## config.mk

```make
export PLATFORM = sky130hd
export DESIGN_NAME = load_store_unit_flat
export DESIGN_NICKNAME = d
export VERILOG_FILES = /design/src/rtl/lsu_pkg.sv /design/src/rtl/lsu_if.sv /design/src/rtl/lsu_lane_align.sv /design/src/rtl/load_store_unit.sv /design/src/flat_wrapper.sv
export SDC_FILE = /design/constraint.sdc
export NUM_CORES = 1
export LEC_CHECK = 0
export CAP_MARGIN = 10
export CORE_ASPECT_RATIO = 0.7
export CORE_MARGIN = 2
export CORE_UTILIZATION = 48
export DETAILED_ROUTE_END_ITERATION = 8
export GPL_ROUTABILITY_DRIVEN = 0
export PLACE_DENSITY = 0.77
export SYNTH_ARGS = -nofsm -noshare
export SYNTH_HDL_FRONTEND = slang
export SYNTH_SLANG_ARGS = --single-unit
```

## constraint.sdc

```tcl
create_clock -name clk -period 2.33 [get_ports clk]
set_clock_uncertainty 0.1 [all_clocks]
set_input_delay 0.233 -clock clk [delete_from_list [all_inputs] [get_ports clk]]
set_output_delay 0.233 -clock clk [all_outputs]
set_load 0.1 [all_outputs]
```

## src/rtl/lsu_pkg.sv

```systemverilog
// Shared types and constants for the load/store unit: access sizes, FSM states,
// lane masks and the captured-request payload.
package lsu_pkg;

  localparam int unsigned DATA_W = 32;
  localparam int unsigned BYTE_W = 8;
  localparam int unsigned HALF_W = 16;

  localparam logic [DATA_W-1:0] BYTE_MASK = 32'h0000_00ff;
  localparam logic [DATA_W-1:0] HALF_MASK = 32'h0000_ffff;

  typedef enum logic [1:0] {
    SZ_BYTE = 2'b00,
    SZ_HALF = 2'b01,
    SZ_WORD = 2'b10,
    SZ_ILL  = 2'b11
  } size_e;

  typedef enum logic [2:0] {
    ST_IDLE  = 3'd0,
    ST_ISSUE = 3'd1,
    ST_WAIT  = 3'd2,
    ST_WRITE = 3'd3,
    ST_RESP  = 3'd4
  } state_e;

  typedef struct packed {
    logic              write;
    size_e             size;
    logic              sgn;
    logic [DATA_W-1:0] wdata;
  } req_t;

endpackage

```

## src/rtl/lsu_if.sv

```systemverilog
// Request/response and data-memory signals of the load/store unit.
// slave is the unit's view; master is the pipeline/memory environment's view.
interface lsu_if
  import lsu_pkg::*;
#(
  parameter int unsigned ADDR_W = 32
) ();

  logic              req_valid;
  logic              req_ready;
  logic              req_write;
  logic [1:0]        req_size;
  logic              req_signed;
  logic [ADDR_W-1:0] req_addr;
  logic [DATA_W-1:0] req_wdata;
  logic              resp_valid;
  logic [DATA_W-1:0] resp_rdata;
  logic              resp_misalign;
  logic [ADDR_W-1:0] mem_addr;
  logic [DATA_W-1:0] mem_wdata;
  logic              mem_read;
  logic              mem_write;
  logic [DATA_W-1:0] mem_rdata;

  modport slave (
    input  req_valid, req_write, req_size, req_signed, req_addr, req_wdata, mem_rdata,
    output req_ready, resp_valid, resp_rdata, resp_misalign,
    output mem_addr, mem_wdata, mem_read, mem_write
  );

  modport master (
    output req_valid, req_write, req_size, req_signed, req_addr, req_wdata, mem_rdata,
    input  req_ready, resp_valid, resp_rdata, resp_misalign,
    input  mem_addr, mem_wdata, mem_read, mem_write
  );

endinterface

```

## src/rtl/lsu_lane_align.sv

```systemverilog
// Big-endian lane steering: load extraction/extension, store lane merge and
// misalignment detection. Misaligned halves/words are steered force-aligned.
module lsu_lane_align
  import lsu_pkg::*;
(
  input  logic [1:0]        i_offset,
  input  size_e             i_size,
  input  logic              i_signed,
  input  logic [DATA_W-1:0] i_word,
  input  logic [DATA_W-1:0] i_wdata,
  output logic [DATA_W-1:0] o_load_data,
  output logic [DATA_W-1:0] o_store_word,
  output logic              o_misalign
);

  logic [4:0]        w_shift;
  logic [DATA_W-1:0] w_lane;

  // Offset 0 is the most significant lane, so the shift grows as the offset shrinks
  always_comb begin
    w_shift      = 5'd0;
    w_lane       = '0;
    o_load_data  = i_word;
    o_store_word = i_wdata;
    o_misalign   = 1'b0;
    case (i_size)
      SZ_BYTE: begin
        w_shift      = {~i_offset, 3'b000};
        w_lane       = i_word >> w_shift;
        o_load_data  = {{(DATA_W-BYTE_W){i_signed & w_lane[BYTE_W-1]}}, w_lane[BYTE_W-1:0]};
        o_store_word = (i_word & ~(BYTE_MASK << w_shift)) | ((i_wdata & BYTE_MASK) << w_shift);
      end
      SZ_HALF: begin
        o_misalign   = i_offset[0];
        w_shift      = {~i_offset[1], 4'b0000};
        w_lane       = i_word >> w_shift;
        o_load_data  = {{(DATA_W-HALF_W){i_signed & w_lane[HALF_W-1]}}, w_lane[HALF_W-1:0]};
        o_store_word = (i_word & ~(HALF_MASK << w_shift)) | ((i_wdata & HALF_MASK) << w_shift);
      end
      SZ_WORD: begin
        o_misalign = |i_offset;
      end
      default: begin
        o_misalign = 1'b1;
      end
    endcase
  end

endmodule

```

## src/rtl/load_store_unit.sv

```systemverilog
// MEM-stage load/store controller: one request at a time, sub-word stores via
// read-modify-write, registered memory strobes and response.
module load_store_unit
  import lsu_pkg::*;
#(
  parameter int unsigned ADDR_W        = 32,
  parameter bit          MISALIGN_TRAP = 1'b1
) (
  input  logic clk,
  input  logic reset,
  lsu_if.slave bus
);

  state_e            r_state;
  state_e            w_next;
  logic [ADDR_W-1:0] r_addr;
  req_t              r_req;
  logic              r_req_ready;
  logic              r_resp_valid;
  logic [DATA_W-1:0] r_resp_rdata;
  logic              r_resp_misalign;
  logic              r_mem_read;
  logic              r_mem_write;
  logic [DATA_W-1:0] r_mem_wdata;

  logic              w_capture;
  logic              w_req_ready_n;
  logic              w_resp_valid_n;
  logic [DATA_W-1:0] w_resp_rdata_n;
  logic              w_resp_misalign_n;
  logic              w_mem_read_n;
  logic              w_mem_write_n;
  logic [DATA_W-1:0] w_mem_wdata_n;
  logic              w_trap;

  logic [1:0]        w_la_off;
  size_e             w_la_size;
  logic [DATA_W-1:0] w_la_load;
  logic [DATA_W-1:0] w_la_store;
  logic              w_la_misalign;

  // In IDLE the steering unit looks at the live request (for the trap decision),
  // afterwards at the captured one
  assign w_la_off  = (r_state == ST_IDLE) ? bus.req_addr[1:0] : r_addr[1:0];
  assign w_la_size = (r_state == ST_IDLE) ? size_e'(bus.req_size) : r_req.size;

  lsu_lane_align u_lane_align (
    .i_offset     (w_la_off),
    .i_size       (w_la_size),
    .i_signed     (r_req.sgn),
    .i_word       (bus.mem_rdata),
    .i_wdata      (r_req.wdata),
    .o_load_data  (w_la_load),
    .o_store_word (w_la_store),
    .o_misalign   (w_la_misalign)
  );

  // Illegal size traps even when misaligned accesses would otherwise be force-aligned
  assign w_trap = w_la_misalign && (MISALIGN_TRAP || (w_la_size == SZ_ILL));

  always_comb begin
    w_next            = r_state;
    w_capture         = 1'b0;
    w_req_ready_n     = 1'b0;
    w_resp_valid_n    = 1'b0;
    w_resp_rdata_n    = '0;
    w_resp_misalign_n = 1'b0;
    w_mem_read_n      = 1'b0;
    w_mem_write_n     = 1'b0;
    w_mem_wdata_n     = '0;
    case (r_state)
      ST_IDLE: begin
        w_req_ready_n = 1'b1;
        if (bus.req_valid) begin
          w_capture     = 1'b1;
          w_req_ready_n = 1'b0;
          if (w_trap) begin
            w_next            = ST_RESP;
            w_resp_valid_n    = 1'b1;
            w_resp_misalign_n = 1'b1;
          end else begin
            w_next = ST_ISSUE;
            if (bus.req_write && (size_e'(bus.req_size) == SZ_WORD)) begin
              w_mem_write_n = 1'b1;
              w_mem_wdata_n = bus.req_wdata;
            end else begin
              w_mem_read_n = 1'b1;
            end
          end
        end
      end
      ST_ISSUE: begin
        if (r_req.write && (r_req.size == SZ_WORD)) begin
          w_next         = ST_RESP;
          w_resp_valid_n = 1'b1;
        end else begin
          w_next = ST_WAIT;
        end
      end
      ST_WAIT: begin
        if (r_req.write) begin
          w_next        = ST_WRITE;
          w_mem_write_n = 1'b1;
          w_mem_wdata_n = w_la_store;
        end else begin
          w_next         = ST_RESP;
          w_resp_valid_n = 1'b1;
          w_resp_rdata_n = w_la_load;
        end
      end
      ST_WRITE: begin
        w_next         = ST_RESP;
        w_resp_valid_n = 1'b1;
      end
      ST_RESP: begin
        w_next        = ST_IDLE;
        w_req_ready_n = 1'b1;
      end
      default: begin
        w_next        = ST_IDLE;
        w_req_ready_n = 1'b1;
      end
    endcase
  end

  // Strobes are flops, so an async reset kills a pending write in the same instant
  always_ff @(posedge clk or negedge reset) begin
    if (!reset) begin
      r_state         <= ST_IDLE;
      r_addr          <= '0;
      r_req           <= '0;
      r_req_ready     <= 1'b1;
      r_resp_valid    <= 1'b0;
      r_resp_rdata    <= '0;
      r_resp_misalign <= 1'b0;
      r_mem_read      <= 1'b0;
      r_mem_write     <= 1'b0;
      r_mem_wdata     <= '0;
    end else begin
      r_state         <= w_next;
      r_req_ready     <= w_req_ready_n;
      r_resp_valid    <= w_resp_valid_n;
      r_resp_rdata    <= w_resp_rdata_n;
      r_resp_misalign <= w_resp_misalign_n;
      r_mem_read      <= w_mem_read_n;
      r_mem_write     <= w_mem_write_n;
      r_mem_wdata     <= w_mem_wdata_n;
      if (w_capture) begin
        r_addr <= bus.req_addr;
        r_req  <= '{write: bus.req_write, size: size_e'(bus.req_size),
                    sgn: bus.req_signed, wdata: bus.req_wdata};
      end
    end
  end

  assign bus.req_ready     = r_req_ready;
  assign bus.resp_valid    = r_resp_valid;
  assign bus.resp_rdata    = r_resp_rdata;
  assign bus.resp_misalign = r_resp_misalign;
  assign bus.mem_addr      = {r_addr[ADDR_W-1:2], 2'b00};
  assign bus.mem_wdata     = r_mem_wdata;
  assign bus.mem_read      = r_mem_read;
  assign bus.mem_write     = r_mem_write;

endmodule
```

## src/flat_wrapper.sv

```systemverilog
// flat-port wrapper written by rule: the top's interface ports become plain ports
module load_store_unit_flat import lsu_pkg::*;
#(
  parameter int unsigned ADDR_W        = 32,
  parameter bit          MISALIGN_TRAP = 1'b1
)
  (clk, reset, bus_req_valid, bus_req_write, bus_req_size, bus_req_signed, bus_req_addr, bus_req_wdata, bus_mem_rdata, bus_req_ready, bus_resp_valid, bus_resp_rdata, bus_resp_misalign, bus_mem_addr, bus_mem_wdata, bus_mem_read, bus_mem_write);
  lsu_if #(.ADDR_W(ADDR_W)) bus_i ();
  input  logic clk;
  input  logic reset;
  input wire logic [$bits(bus_i.req_valid)-1:0] bus_req_valid;
  input wire logic [$bits(bus_i.req_write)-1:0] bus_req_write;
  input wire logic [$bits(bus_i.req_size)-1:0] bus_req_size;
  input wire logic [$bits(bus_i.req_signed)-1:0] bus_req_signed;
  input wire logic [$bits(bus_i.req_addr)-1:0] bus_req_addr;
  input wire logic [$bits(bus_i.req_wdata)-1:0] bus_req_wdata;
  input wire logic [$bits(bus_i.mem_rdata)-1:0] bus_mem_rdata;
  output wire logic [$bits(bus_i.req_ready)-1:0] bus_req_ready;
  output wire logic [$bits(bus_i.resp_valid)-1:0] bus_resp_valid;
  output wire logic [$bits(bus_i.resp_rdata)-1:0] bus_resp_rdata;
  output wire logic [$bits(bus_i.resp_misalign)-1:0] bus_resp_misalign;
  output wire logic [$bits(bus_i.mem_addr)-1:0] bus_mem_addr;
  output wire logic [$bits(bus_i.mem_wdata)-1:0] bus_mem_wdata;
  output wire logic [$bits(bus_i.mem_read)-1:0] bus_mem_read;
  output wire logic [$bits(bus_i.mem_write)-1:0] bus_mem_write;
  assign bus_i.req_valid = bus_req_valid;
  assign bus_i.req_write = bus_req_write;
  assign bus_i.req_size = bus_req_size;
  assign bus_i.req_signed = bus_req_signed;
  assign bus_i.req_addr = bus_req_addr;
  assign bus_i.req_wdata = bus_req_wdata;
  assign bus_i.mem_rdata = bus_mem_rdata;
  assign bus_req_ready = bus_i.req_ready;
  assign bus_resp_valid = bus_i.resp_valid;
  assign bus_resp_rdata = bus_i.resp_rdata;
  assign bus_resp_misalign = bus_i.resp_misalign;
  assign bus_mem_addr = bus_i.mem_addr;
  assign bus_mem_wdata = bus_i.mem_wdata;
  assign bus_mem_read = bus_i.mem_read;
  assign bus_mem_write = bus_i.mem_write;
  load_store_unit #(.ADDR_W(ADDR_W), .MISALIGN_TRAP(MISALIGN_TRAP)) u_core (.clk(clk), .reset(reset), .bus(bus_i));
endmodule
```

---- Word level (Yosys, flattened, before mapping) ----
Cells that the tools add are included.
operators by class
  equality and inequality tests ........... 8
  shift-type cells ........................ 6
  multiplexer cells ....................... 36
  bitwise operators ....................... 10
  reductions and logical operators ........ 6
operators by type and width
  cell                                                                 number
  32-bit 2-to-1 mux                                                    6
  32-bit case mux with 2 select lines                                  3
  32-bit bitwise AND                                                   2
  32-bit NOT                                                           2
  32-bit OR                                                            2
  16-bit by 5-bit << shifter with 32-bit output                        1
  16-bit by 5-bit << shifter with 32-bit output, first input constant  1
  8-bit by 5-bit << shifter with 32-bit output                         1
  8-bit by 5-bit << shifter with 32-bit output, first input constant   1
  32-bit by 5-bit right shift with 16-bit output                       1
  32-bit by 5-bit right shift with 8-bit output                        1
  1-bit 2-to-1 mux                                                     16
  3-bit 2-to-1 mux                                                     4
  3-bit case mux with 4 select lines                                   1
  2-bit == test, second input constant                                 3
  3-bit by 2-bit == test with 1-bit output, second input constant      2
  2-bit 2-to-1 mux                                                     2
  1-bit case mux with 2 select lines                                   2
  1-bit case mux with 4 select lines                                   1
  3-bit by 1-bit == test with 1-bit output, second input constant      1
  3-bit zero test                                                      1
  1-bit case mux with 3 select lines                                   1
  3-bit OR reduction                                                   1
  1-bit bitwise AND                                                    2
  other kinds (7)                                                      8
word-level totals
  flip-flop bits (word level) ............. 140
  input port bits ......................... 103
  output and inout port bits .............. 101
  word-level logic and storage cells ...... 79

---- Longest topological paths before layout ----
Gate-level depths: netlist of run 1.
  depth in word-level cells ............... 10
  mapped depth ............................ 8
  depth with buffers taken out ............ 5

---- By module ----
From an unflattened synthesis of run 1, not the netlist that was laid out.
second synthesis, totals
  cell total of the unflattened synthesis .. 605
  area total of the unflattened synthesis .. 6720.2 um^2
modules (own cells, without submodules)
  module           times used  cells an instance  area an instance (um^2)  sequential area each (um^2)
  load_store_unit  1           351                5286.3                   3504.6
  lsu_lane_align   1           254                1433.9                   0.0

---- Worst setup path before layout of run 1 ----
Ideal clock, no wire load.
  path kind ............................... register to register
  start point ............................. register u_core.r_state[0]
  end point ............................... register u_core.r_resp_rdata[11] (netlist: u_core.bus.resp_rdata[11])
  setup time .............................. 0.083 ns
  arrival ................................. 1.975 ns
  data required time ...................... 2.147 ns
  setup slack ............................. 0.172 ns
  cell stages (with the launch flop) ...... 8
  buffers on the path ..................... 2
  clock period less this slack ............ 2.158 ns
  path through ............................ dfrtp_1 > buf_2 > nor3_4 > mux2i_1 > clkbuf_1 > o21ai_0 > o31a_1 > o21ai_0
between the ends
  longest elaborated chain between the ends .. 8
  elaborated cells on any way between the ends .. 14
  classes of those cells .................. 2 x eq/ne; 2 x shift; 5 x mux; 3 x bitwise; 2 x reduce/logical
ends and longest elaborated chain
  what                                           line                                          text
  from (decl)                                    load_store_unit.sv:14                         state_e r_state;
  from (signal assigned)                         load_store_unit.sv:140                        r_state <= w_next;
  3-bit zero test                                load_store_unit.sv:44, load_store_unit.sv:45
  2-bit 2-to-1 mux                               load_store_unit.sv:44                         assign w_la_off = (r_state == ST_IDLE) ? bus.req_addr[1:0] : r_addr[1:0];
  2-bit NOT                                      lsu_lane_align.sv:28                          w_shift = {~i_offset, 3'b000};
  32-bit by 5-bit right shift with 8-bit output  lsu_lane_align.sv:29                          w_lane = i_word >> w_shift;
  1-bit bitwise AND                              lsu_lane_align.sv:30                          o_load_data = {{(DATA_W-BYTE_W){i_signed & w_lane[BYTE_W-1]}}, w_lane[BYTE_W-1:0]};
  32-bit case mux with 2 select lines            lsu_lane_align.sv:26                          case (i_size)
  32-bit 2-to-1 mux                              load_store_unit.sv:101                        if (r_req.write) begin
  32-bit 2-to-1 mux (*)                          load_store_unit.sv:71                         case (r_state)
  net u_core.w_resp_rdata_n[11]                  load_store_unit.sv:29                         logic [DATA_W-1:0] w_resp_rdata_n;
  to (signal assigned)                           load_store_unit.sv:143                        r_resp_rdata <= w_resp_rdata_n;
  to (decl)                                      load_store_unit.sv:20                         logic [DATA_W-1:0] r_resp_rdata;
Mark *: on every way through the listed nets, which the timed path passes. The rest lies on a longest branch.
A chain may end at the register's enable or synchronous reset.

---- Final worst setup path of run 1 ----
  start point ............................. register u_core.r_state[0]
  end point ............................... register u_core.r_resp_rdata[6] (netlist: u_core.bus.resp_rdata[6])
between the ends
  longest elaborated chain between the ends .. 7
  elaborated cells on any way between the ends .. 13
  classes of those cells .................. 2 x eq/ne; 2 x shift; 5 x mux; 2 x bitwise; 2 x reduce/logical
ends and longest elaborated chain
  what                                                                                                             line
  3-bit zero test                                                                                                  load_store_unit.sv:44, load_store_unit.sv:45
  2-bit 2-to-1 mux                                                                                                 load_store_unit.sv:44
  1-bit NOT or 2-bit NOT (tied branches)                                                                           lsu_lane_align.sv:35, lsu_lane_align.sv:28
  32-bit by 5-bit right shift with 16-bit output or 32-bit by 5-bit right shift with 8-bit output (tied branches)  lsu_lane_align.sv:36, lsu_lane_align.sv:29
  32-bit case mux with 2 select lines                                                                              lsu_lane_align.sv:26
  32-bit 2-to-1 mux                                                                                                load_store_unit.sv:101
  32-bit 2-to-1 mux (*)                                                                                            load_store_unit.sv:71
  net u_core.w_resp_rdata_n[6]                                                                                     load_store_unit.sv:29
Marked as above.

==> reports/metrics.json, run 1 <==
{
  "sta": {
    "transition_at_the_pin_with_the_smallest_max_transition_slack_ns": 1.271,
    "hold_viol_final": 0,
    "timing.fmax_mhz": 429.4,
    "finalWorstSetupSlack_ns": 0.001267,
    "slew_headroom_pct": 14.81,
    "fin_hold_ws_ns": 0.1737,
    "report.final.setup_viol": 0,
    "rsz0062_at_grt": "true",
    "slew_violations": 0,
    "final.period_utilization_pct": 99.95,
    "final.setup.tns_ns": 0,
    "period_minus_slack_ns": 2.329
  },
  "clocking": {
    "clock_tree_from_tritoncts": "yes",
    "numCtsBuffers": 17,
    "cts_root_buffer": "clkbuf_16",
    "cts_buffer_depth": 2,
    "clk_latency_ns": 0.42,
    "htree_num_levels": 4,
    "clk_pin_slew_worst_paths_ns": 0.06,
    "clkSinkCount": 140
  },
  "min_path": {
    "min-delay-path-class": "input port to asynchronous set/reset pin"
  },
  "floorplan": {
    "floorplan.die.height_um": 106.3,
    "initial_core_util_pct": 49.01,
    "die-area_um2": 15950,
    "design.portCount": 204,
    "core_area_um2": 14630,
    "die_w_um": 150.1,
    "fp-row-count": 37
  },
  "layout": {
    "areaGrowthSynthToFinish_pct": 39.35,
    "num-nets-final": 938,
    "core_utilization_of_the_finished_layout_pct": 68.29,
    "finish.instance_area_um2": 9991,
    "stdcell_count": 1042,
    "final.fill_count": 1084,
    "post_route_cells_drive_above_1_share_pct": 35.18,
    "n_antenna_cell": 0
  },
  "synth": {
    "netlist_instances": 625,
    "synth_enable_flop_cells": 0,
    "synth_commonest_cells": "dfrtp_1, mux2_2, mux2i_1, o21ai_0, nand2_1",
    "netlist_area_um2": 7169,
    "dominant_combinational_cell_family_by_area_after_synthesis": "multiplexers",
    "synthDistinctLibCells": 53,
    "synth.top_cells.by_area": "dfrtp_1, mux2_2, mux2i_1",
    "synth_largest_area_cell": "dfrtp_1",
    "syn_area_per_cell_um2": 11.47,
    "synth-adder-area-share_pct": 0,
    "yosys.area.top_type_share_pct": 48.52,
    "synth-compound-area-share_pct": 15.10,
    "yosys.area_share.simple_pct": 8.639,
    "async_reset_ff_share_pct": 100.0,
    "post_synth_mux_area_share_pct": 21.01,
    "synth_flop_cell": "dfrtp_1",
    "ys.warnings.count": 0,
    "synth_xor_xnor_area_share_pct": 0,
    "ys_seq_elements": 140,
    "count_leader_synth": "dfrtp_1",
    "synth.yosys.seq_area_share_pct": 48.88
  },
  "drt": {
    "antenna_left": 0,
    "num_vias": 5931,
    "first_iter_violations": 439,
    "post-route-drc-count": 0,
    "totalWireLength_um": 21760,
    "routed_wire_length_per_instance_um": 20.88,
    "avgViaCountPerCell": 5.692,
    "drt_first_pass_iters": 6
  },
  "placed_design": {
    "port-buffer-count": 201,
    "place_area_um2": 9281,
    "place_inst": 1008,
    "dp_hpwl_um": 15470,
    "place_ws_ns": -0.3586
  },
  "worst_setup_path": {
    "timing.critical_path.arrival_ns": 2.53,
    "critical_path_required_ns": 2.53,
    "endpoint_kind": "register",
    "worst-r2r-cell-count": 6,
    "crit_path_category": "register to register",
    "worstSetupStartpointType": "register",
    "critical_path.max_fanout": 6
  },
  "global_route": {
    "grt.met3_usage_pct": 7.468,
    "grt.total_usage_pct": 28.08,
    "via_count_of_the_first_global_routing_pass": 6053,
    "grt_most_used_layer": "met2",
    "use_met1_pct": 38.44,
    "grt_max_degree": 72,
    "grt_pass1_wl_um": 33440,
    "antenna_found_initial": 0,
    "grt_use_met2_pct": 42.86,
    "remaining_global_route_overflow": 0
  },
  "run": {
    "maxCapViolations": 0
  },
  "power": {
    "leakagePower_nw": 4.762,
    "total_power_mw": 16.40,
    "cellPowerDensity_nw_per_um2": 1641,
    "max-vdd-ir-drop_mv": 1.165
  },
  "status": {
    "run_status": "complete, no violations"
  }
}
area by class of cell:
class	count	area [um2]	area share, %
clock buffer	21	470.5	4.709
clock inverter	10	137.6	1.378
inverter	10	37.54	0.3757
multi-input combinational	414	3314	33.17
sequential	140	3507	35.10
tap	195	244.0	2.442
timing repair buffer	252	2280	22.82
worst max-delay path: stages (launching register included):
cell	delay [ns]
dfrtp_2	0.44
buf_4	0.17
or4b_4	0.63
nand2_8	0.14
mux2i_1	0.25
o21ai_1	0.15
a32o_1	0.32
final timing paths:
kind / start / to / slack [ns]
worst max-delay path: u_core.r_state[0] / u_core.bus.resp_rdata[6] / 0.001
worst min-delay path: reset / u_core.bus.mem_wdata[24] / 0.17
worst max register to register: u_core.r_state[0] / u_core.bus.resp_rdata[6] / 0.001
worst min register to register: u_core.r_req[26] / u_core.r_req[26] / 0.41
max in group asynchronous: reset / u_core.bus.req_ready / 1.23
min in group clk: bus_req_addr[16] / u_core.r_addr[16] / 0.32
power breakdown:
part           internal [mW]  switching, mW
registers               3.28          0.695
logic                   3.30           6.33
clock network           1.76           1.04
layout by cell type, fill, tap and decap left out, types with 5 or more instances in the layout:
cell type and instances:
buf_12 10, mux2_2 70, a221o_1 8, o21ai_2 10, nand2_1 47, a32o_1 6
inv_1 10, buf_4 138, o31a_1 8, a22o_1 7, nand3_1 12, mux2i_4 5
a21o_1 9, nor2_1 36, a21oi_1 7, clkbuf_16 17, o21ai_0 54, clkdlybuf4s50_1 101
a221oi_1 9, a211o_1 15, mux2i_2 7, mux2i_1 51, dfrtp_1 137
metal layers:
metal | wire length [um] | up-vias | share of wire [%]
met1 | 9281 | 2919 | 43
met5 | 0 | - | 0
li1 | - | 2658 | -
met3 | 2143 | 37 | 9.8
met2 | 9836 | 317 | 45
met4 | 500 | 0 | 2.3
sequential cells by signal (all words and copies together) (netlist names):
signal,count
u_core.bus.resp_misalign,1
u_core.bus.mem_read,1
u_core.bus.req_ready,1
u_core.r_state,3
u_core.bus.mem_wdata,32
u_core.r_addr,32
u_core.bus.mem_write,1
u_core.bus.resp_valid,1
u_core.r_req,36
u_core.bus.resp_rdata,32
cells by family (layout without fill, tap and decap cells):
| family | after synthesis | count (layout) |
|---|---|---|
| flops | 140 | 140 |
| mux | 135 | 135 |
| simple gates | 127 | 129 |
| compound gates | 148 | 148 |
| buf+inv | 74 | 293 |
| other cells | 1 | 2 |
timing repair:
| item | 4_1_cts | 5_1_grt |
|---|---|---|
| gates cloned | 1 | 1 |
| buffers inserted | 0 | 0 |
| pin swaps | 1 | 0 |
| gates resized for setup | 3 | 15 |
| endpoints found under the setup margin | 23 | 37 |
| hold buffers | 1 | 0 |
| hold endpoints to repair | 33 | 0 |
Power figures use the tool's default switching activity.
==> run 2, diff against run 1 <==
--- a/config.mk
+++ b/config.mk
@@ -6,12 +6,12 @@
 export NUM_CORES = 1
 export LEC_CHECK = 0
 export CAP_MARGIN = 10
-export CORE_ASPECT_RATIO = 0.7
+export CORE_ASPECT_RATIO = 1.25
 export CORE_MARGIN = 2
 export CORE_UTILIZATION = 48
 export DETAILED_ROUTE_END_ITERATION = 8
 export GPL_ROUTABILITY_DRIVEN = 0
-export PLACE_DENSITY = 0.77
+export PLACE_DENSITY = 0.8
 export SYNTH_ARGS = -nofsm -noshare
 export SYNTH_HDL_FRONTEND = slang
 export SYNTH_SLANG_ARGS = --single-unit
==> run 2 against run 1 <==
Final cell count shrank 1.2%. Highest routed layer unchanged. Critical path type unchanged. Fmax increased by 2.8%. Largest cell class unchanged. Clock power is 11% higher.
==> reports/metrics.json, run 2 (synthesized netlist as in run 1, its figures left out) <==
{
  "placed_design": {
    "place_area_um2": 9313,
    "dp_hpwl_um": 16040,
    "place_inst": 993,
    "port-buffer-count": 201
  },
  "layout": {
    "stdcell_count": 1030,
    "core_utilization_of_the_finished_layout_pct": 69.68,
    "finish.instance_area_um2": 10080,
    "areaGrowthSynthToFinish_pct": 40.63,
    "n_antenna_cell": 0,
    "post_route_cells_drive_above_1_share_pct": 34.62,
    "top_register": "u_core.r_req",
    "num-nets-final": 942,
    "ff_latch_area_um2": 3505,
    "multi_input_area_um2": 3248,
    "layout_common_cells": "buf_4, dfrtp_1, clkdlybuf4s50_1",
    "largest_register_ff_count": 36,
    "final.fill_count": 1019
  },
  "power": {
    "leakagePower_nw": 4.847,
    "total_power_mw": 16.74,
    "clock_power_share_pct": 18.6,
    "power_report.internal_total_mw": 8.741,
    "switching_power_mw": 8.000,
    "pwr-share-seq_pct": 23.5,
    "cellPowerDensity_nw_per_um2": 1660,
    "pwr-share-comb_pct": 57.9,
    "power.share.switching_pct": 47.79,
    "max-vdd-ir-drop_mv": 1.429
  },
  "worst_setup_path": {
    "crit_path_category": "register to register",
    "endpoint_kind": "register",
    "critical_path_required_ns": 2.57,
    "cpPeakStageDelay_ns": 0.56,
    "critPathBufInv": 2,
    "worstSetupStartpointType": "register",
    "critical_path.slowest_cell": "or4b_4",
    "timing.critical_path.arrival_ns": 2.50,
    "crit_chain": "buf_12 -> or4b_4 -> nand2_4 -> buf_4 -> mux2i_1 -> mux2_2 -> a21oi_1",
    "timing.critical_path.max_delay_family": "simple AND/OR/NAND/NOR gates",
    "critical_path.max_fanout": 12
  },
  "clocking": {
    "clk_pin_slew_worst_paths_ns": 0.06,
    "numCtsBuffers": 17,
    "clkSinkCount": 140,
    "clk_latency_ns": 0.43,
    "cts_buffer_depth": 2,
    "cts_root_buffer": "clkbuf_16",
    "htree_num_levels": 4,
    "clock_tree_from_tritoncts": "yes"
  },
  "floorplan": {
    "die-area_um2": 15940,
    "die_w_um": 113.3,
    "fp-row-count": 49,
    "core_area_um2": 14470,
    "design.portCount": 204,
    "initial_core_util_pct": 49.55,
    "floorplan.die.height_um": 140.6
  },
  "drt": {
    "antenna_left": 0,
    "drt_first_pass_iters": 8,
    "first_iter_violations": 458,
    "avgViaCountPerCell": 5.835,
    "post-route-drc-count": 0,
    "routed_wire_length_per_instance_um": 21.40,
    "num_vias": 6010,
    "totalWireLength_um": 22040
  },
  "global_route": {
    "via_count_of_the_first_global_routing_pass": 6192,
    "remaining_global_route_overflow": 0,
    "grt_pass1_wl_um": 33460,
    "antenna_found_initial": 0,
    "grt.total_usage_pct": 27.60,
    "grt_max_degree": 72
  },
  "sta": {
    "rsz0062_at_grt": "false",
    "transition_at_the_pin_with_the_smallest_max_transition_slack_ns": 0.6983,
    "timing.fmax_mhz": 441.6,
    "report.final.setup_viol": 0,
    "slew_violations": 0,
    "final.period_utilization_pct": 97.19,
    "slew_headroom_pct": 53.44,
    "fin_hold_ws_ns": 0.2833,
    "hold_viol_final": 0,
    "period_minus_slack_ns": 2.265
  },
  "status": {
    "run_status": "complete, no violations"
  },
  "run": {
    "maxCapViolations": 0
  },
  "min_path": {
    "min-delay-path-class": "input port to asynchronous set/reset pin"
  }
}
-- run 2: cell count changes in the layout (fill, tap and decap cells not counted), moves of 3 or more --
cell and change:
buf_12 +5, mux2i_1 +4, bufinv_16 +3, mux2i_2 -3, o21ai_0 +3, o21ai_1 -3
-- run 2: final timing paths --
kind,startpoint,depth (start not counted),slack (ns),to
setup / recovery,u_core.r_state[0],7,0.07,u_core.bus.resp_rdata[0]
hold / removal,reset,2,0.28,u_core.r_addr[19]
setup reg to reg,u_core.r_state[0],7,0.07,u_core.bus.resp_rdata[0]
hold reg to reg,u_core.r_addr[21],1,0.40,u_core.r_addr[21]
max in group asynchronous,reset,3,1.12,u_core.bus.mem_wdata[31]
min in group clk,bus_req_addr[31],2,0.32,u_core.r_addr[31]
-- run 2: per-layer routing --
layer | share of wire (%) | wire, um | vias up | track usage (%)
met5 | 0 | 0 | - | 0
met2 | 52 | 11460 | 339 | 48.53
met4 | 3.9 | 851 | 0 | 13.86
met3 | 7.5 | 1663 | 60 | 5.460
li1 | - | - | 2670 | -
met1 | 37 | 8064 | 2941 | 31.91
-- run 2: layout make-up --
type	instances	area share, %
Clock inverter	10	2.060
Inverter	10	0.3723
Multi-Input combinational cell	412	32.22
Clock buffer	22	4.703
Sequential cell	140	34.76
Timing Repair Buffer	258	23.68
Tap cell	178	2.209
-- run 2: power by group through the flow --
stage	registers (mW)	clock network, mW	logic (mW)
2_1_floorplan	5.19	0	5.96
3_3_place_gp	3.90	0	9.36
3_5_place_dp	3.94	0	9.55
4_1_cts	3.91	3.16	9.60
5_1_grt	4.00	3.27	10.1
6_report	3.93	3.12	9.70
-- run 2: stage by stage --
step	setup WS, ns	setup TNS [ns]
6_report	0.06547	0
5_1_grt	0.009859	0
2_1_floorplan	0.1719	0
3_3_place_gp	0.02769	0
4_1_cts	0.02292	0
3_5_place_dp	-0.1007	-1.324
-- run 2: timing repair --
item / in CTS / in global routing
endpoints found under the setup margin: 8 / 78
buffers inserted: 0 / 4
endpoints found under the hold margin: 62 / 0
resized for setup: 2 / 3
hold buffers: 1 / 0
pin swaps: 1 / 1
==> run 3, diff against run 2 <==
--- a/config.mk
+++ b/config.mk
@@ -6,7 +6,6 @@
 export NUM_CORES = 1
 export LEC_CHECK = 0
 export CAP_MARGIN = 10
-export CORE_ASPECT_RATIO = 1.25
 export CORE_MARGIN = 2
 export CORE_UTILIZATION = 48
 export DETAILED_ROUTE_END_ITERATION = 8
==> run 3 against run 2 <==
Register-to-register slack is essentially flat. Sequential share of layout area grew 0.95 points. Die area about the same. Critical endpoint is now u_core.bus.mem_wdata[13]. Clock power down 19%. Final cell count decreased by 0.87%. Non-clock buffer count decreased by 14. Via count shrank 0.63%. Sequential cell count unchanged. Clock-buffer cell count is 4 lower. Setup slack improved by 0.0022 ns. Utilization is 2.4 points lower. Critical path type unchanged. First-iteration DRC count rose by 21%.
==> reports/metrics.json, run 3 (synthesized netlist as in run 1, its figures left out) <==
{
  "global_route": {
    "grt.total_usage_pct": 26.47,
    "remaining_global_route_overflow": 0,
    "grt_max_degree": 67,
    "via_count_of_the_first_global_routing_pass": 6037,
    "grt_pass1_wl_um": 32530,
    "antenna_found_initial": 0
  },
  "clocking": {
    "cts_buffer_depth": 2,
    "clock_tree_from_tritoncts": "yes",
    "clk_latency_ns": 0.42,
    "htree_num_levels": 4,
    "clk_pin_slew_worst_paths_ns": 0.06,
    "clkSinkCount": 140,
    "cts_root_buffer": "clkbuf_16",
    "numCtsBuffers": 17
  },
  "worst_setup_path": {
    "worstReg2RegEnd": "u_core.bus.mem_wdata[13]",
    "timing.critical_path.arrival_ns": 2.46,
    "critical_path.max_fanout": 16,
    "reg2reg_slack_ns": 0.07,
    "critical_path_required_ns": 2.53,
    "crit_path_category": "register to register",
    "worstSetupStartpointType": "register",
    "endpoint_kind": "register",
    "worst-r2r-cell-count": 8,
    "critical_path.reg2reg.startpoint": "u_core.r_state[2]"
  },
  "drt": {
    "drt_first_pass_iters": 6,
    "antenna_left": 0,
    "avgViaCountPerCell": 5.849,
    "routed_wire_length_per_instance_um": 20.66,
    "post-route-drc-count": 0,
    "first_iter_violations": 552,
    "totalWireLength_um": 21090,
    "num_vias": 5972
  },
  "floorplan": {
    "initial_core_util_pct": 49.14,
    "die-area_um2": 15930,
    "fp-row-count": 44,
    "core_area_um2": 14590,
    "floorplan.die.height_um": 126.2,
    "design.portCount": 204,
    "die_w_um": 126.2
  },
  "power": {
    "cellPowerDensity_nw_per_um2": 1622,
    "max-vdd-ir-drop_mv": 0.8097,
    "leakagePower_nw": 4.695,
    "total_power_mw": 15.92
  },
  "layout": {
    "core_utilization_of_the_finished_layout_pct": 67.27,
    "stdcell_count": 1021,
    "layout_common_cells": "dfrtp_1, buf_4, clkdlybuf4s50_1",
    "largest_register_ff_count": 36,
    "finish.instance_area_um2": 9814,
    "layout.cells.most_common": "dfrtp_1",
    "post_route_cells_drive_above_1_share_pct": 33.69,
    "num-nets-final": 928,
    "top_register": "u_core.r_req",
    "areaGrowthSynthToFinish_pct": 36.89,
    "final.fill_count": 1093,
    "n_antenna_cell": 0
  },
  "status": {
    "run_status": "complete, no violations"
  },
  "sta": {
    "period_minus_slack_ns": 2.262,
    "finalWorstSetupSlack_ns": 0.06764,
    "report.final.setup_viol": 0,
    "transition_at_the_pin_with_the_smallest_max_transition_slack_ns": 0.6154,
    "hold_viol_final": 0,
    "slew_headroom_pct": 58.84,
    "slew_violations": 0,
    "timing.fmax_mhz": 442.0,
    "final.period_utilization_pct": 97.10
  },
  "placed_design": {
    "place_area_um2": 9205,
    "port-buffer-count": 201,
    "place_ws_ns": -0.05733,
    "place_inst": 987,
    "dp_hpwl_um": 15380
  },
  "min_path": {
    "min-delay-path-class": "input port to asynchronous set/reset pin"
  },
  "run": {
    "maxCapViolations": 0
  }
}
## run 3: cell count changes in the layout (fill, tap and decap cells not counted), moves of 3 or more
| cell | before | now |
|---|---|---|
| buf_12 | 15 | 11 |
| buf_4 | 139 | 130 |
| bufinv_16 | 6 | 1 |
| clkinvlp_4 | 0 | 4 |
| o21ai_0 | 57 | 54 |
| o21ai_1 | 1 | 4 |
## run 3: timing repair
action | CTS | global route
endpoints found under the setup margin | 1 | 16
endpoints found under the hold margin | 45 | 0
hold buffers | 1 | 0
gates resized for setup | 1 | 7
setup buffers | 0 | 2
pin swaps | 0 | 1
## run 3: area by class of cell
class                           instances  area, um2  area share, %
Clock buffer                           18      439.2          4.475
Clock inverter                         13      118.9          1.211
Sequential cell                       140       3505          35.71
Tap cell                              184      230.2          2.346
Timing Repair Buffer                  244       2228          22.71
Multi-Input combinational cell        412       3256          33.17
Inverter                               10      37.54         0.3825
## run 3: where the power goes
part,total [mW],switching [mW],leakage [nW],internal (mW)
sequential,3.93,0.657,1.79,3.27
clock,2.54,1.05,0.265,1.49
combinational,9.45,6.23,2.64,3.22
## run 3: how the worst max path moves through the flow
stage / from / endpoint
3_5_place_dp: bus_req_addr[1] / u_core.bus.resp_rdata[4]
3_3_place_gp: bus_req_addr[1] / u_core.bus.mem_wdata[23]
6_report: u_core.r_state[2] / u_core.bus.mem_wdata[13]
2_1_floorplan: u_core.r_state[0] / u_core.bus.resp_rdata[11]
5_1_grt: u_core.r_state[2] / u_core.bus.mem_wdata[6]
4_1_cts: u_core.r_state[0] / u_core.bus.resp_rdata[12]
## run 3: worst max-delay path, stage by stage, from the launching register on
cell	delay (ns)
dfrtp_1	0.41
buf_4	0.19
nor3_4	0.29
buf_4	0.17
mux2_4	0.24
a21oi_4	0.05
buf_12	0.15
a22o_1	0.23
a221o_1	0.30
## run 3: metrics by stage
stage	TNS (ns)	hold WS, ns
CTS	0	0.1876
global placement	0	0.05413
finish	0	0.1910
global route	-0.02149	0.2057
floorplan	0	-0.1626
detailed placement	-0.1697	0.05817
## run 3: layer usage
layer	up-vias	part of all wire (%)	global-route usage, %
met5	-	0	0
met4	0	3.4	12.86
met3	50	8.9	7.222
met2	323	47	41.40
met1	2953	40	34.20
li1	2646	-	-
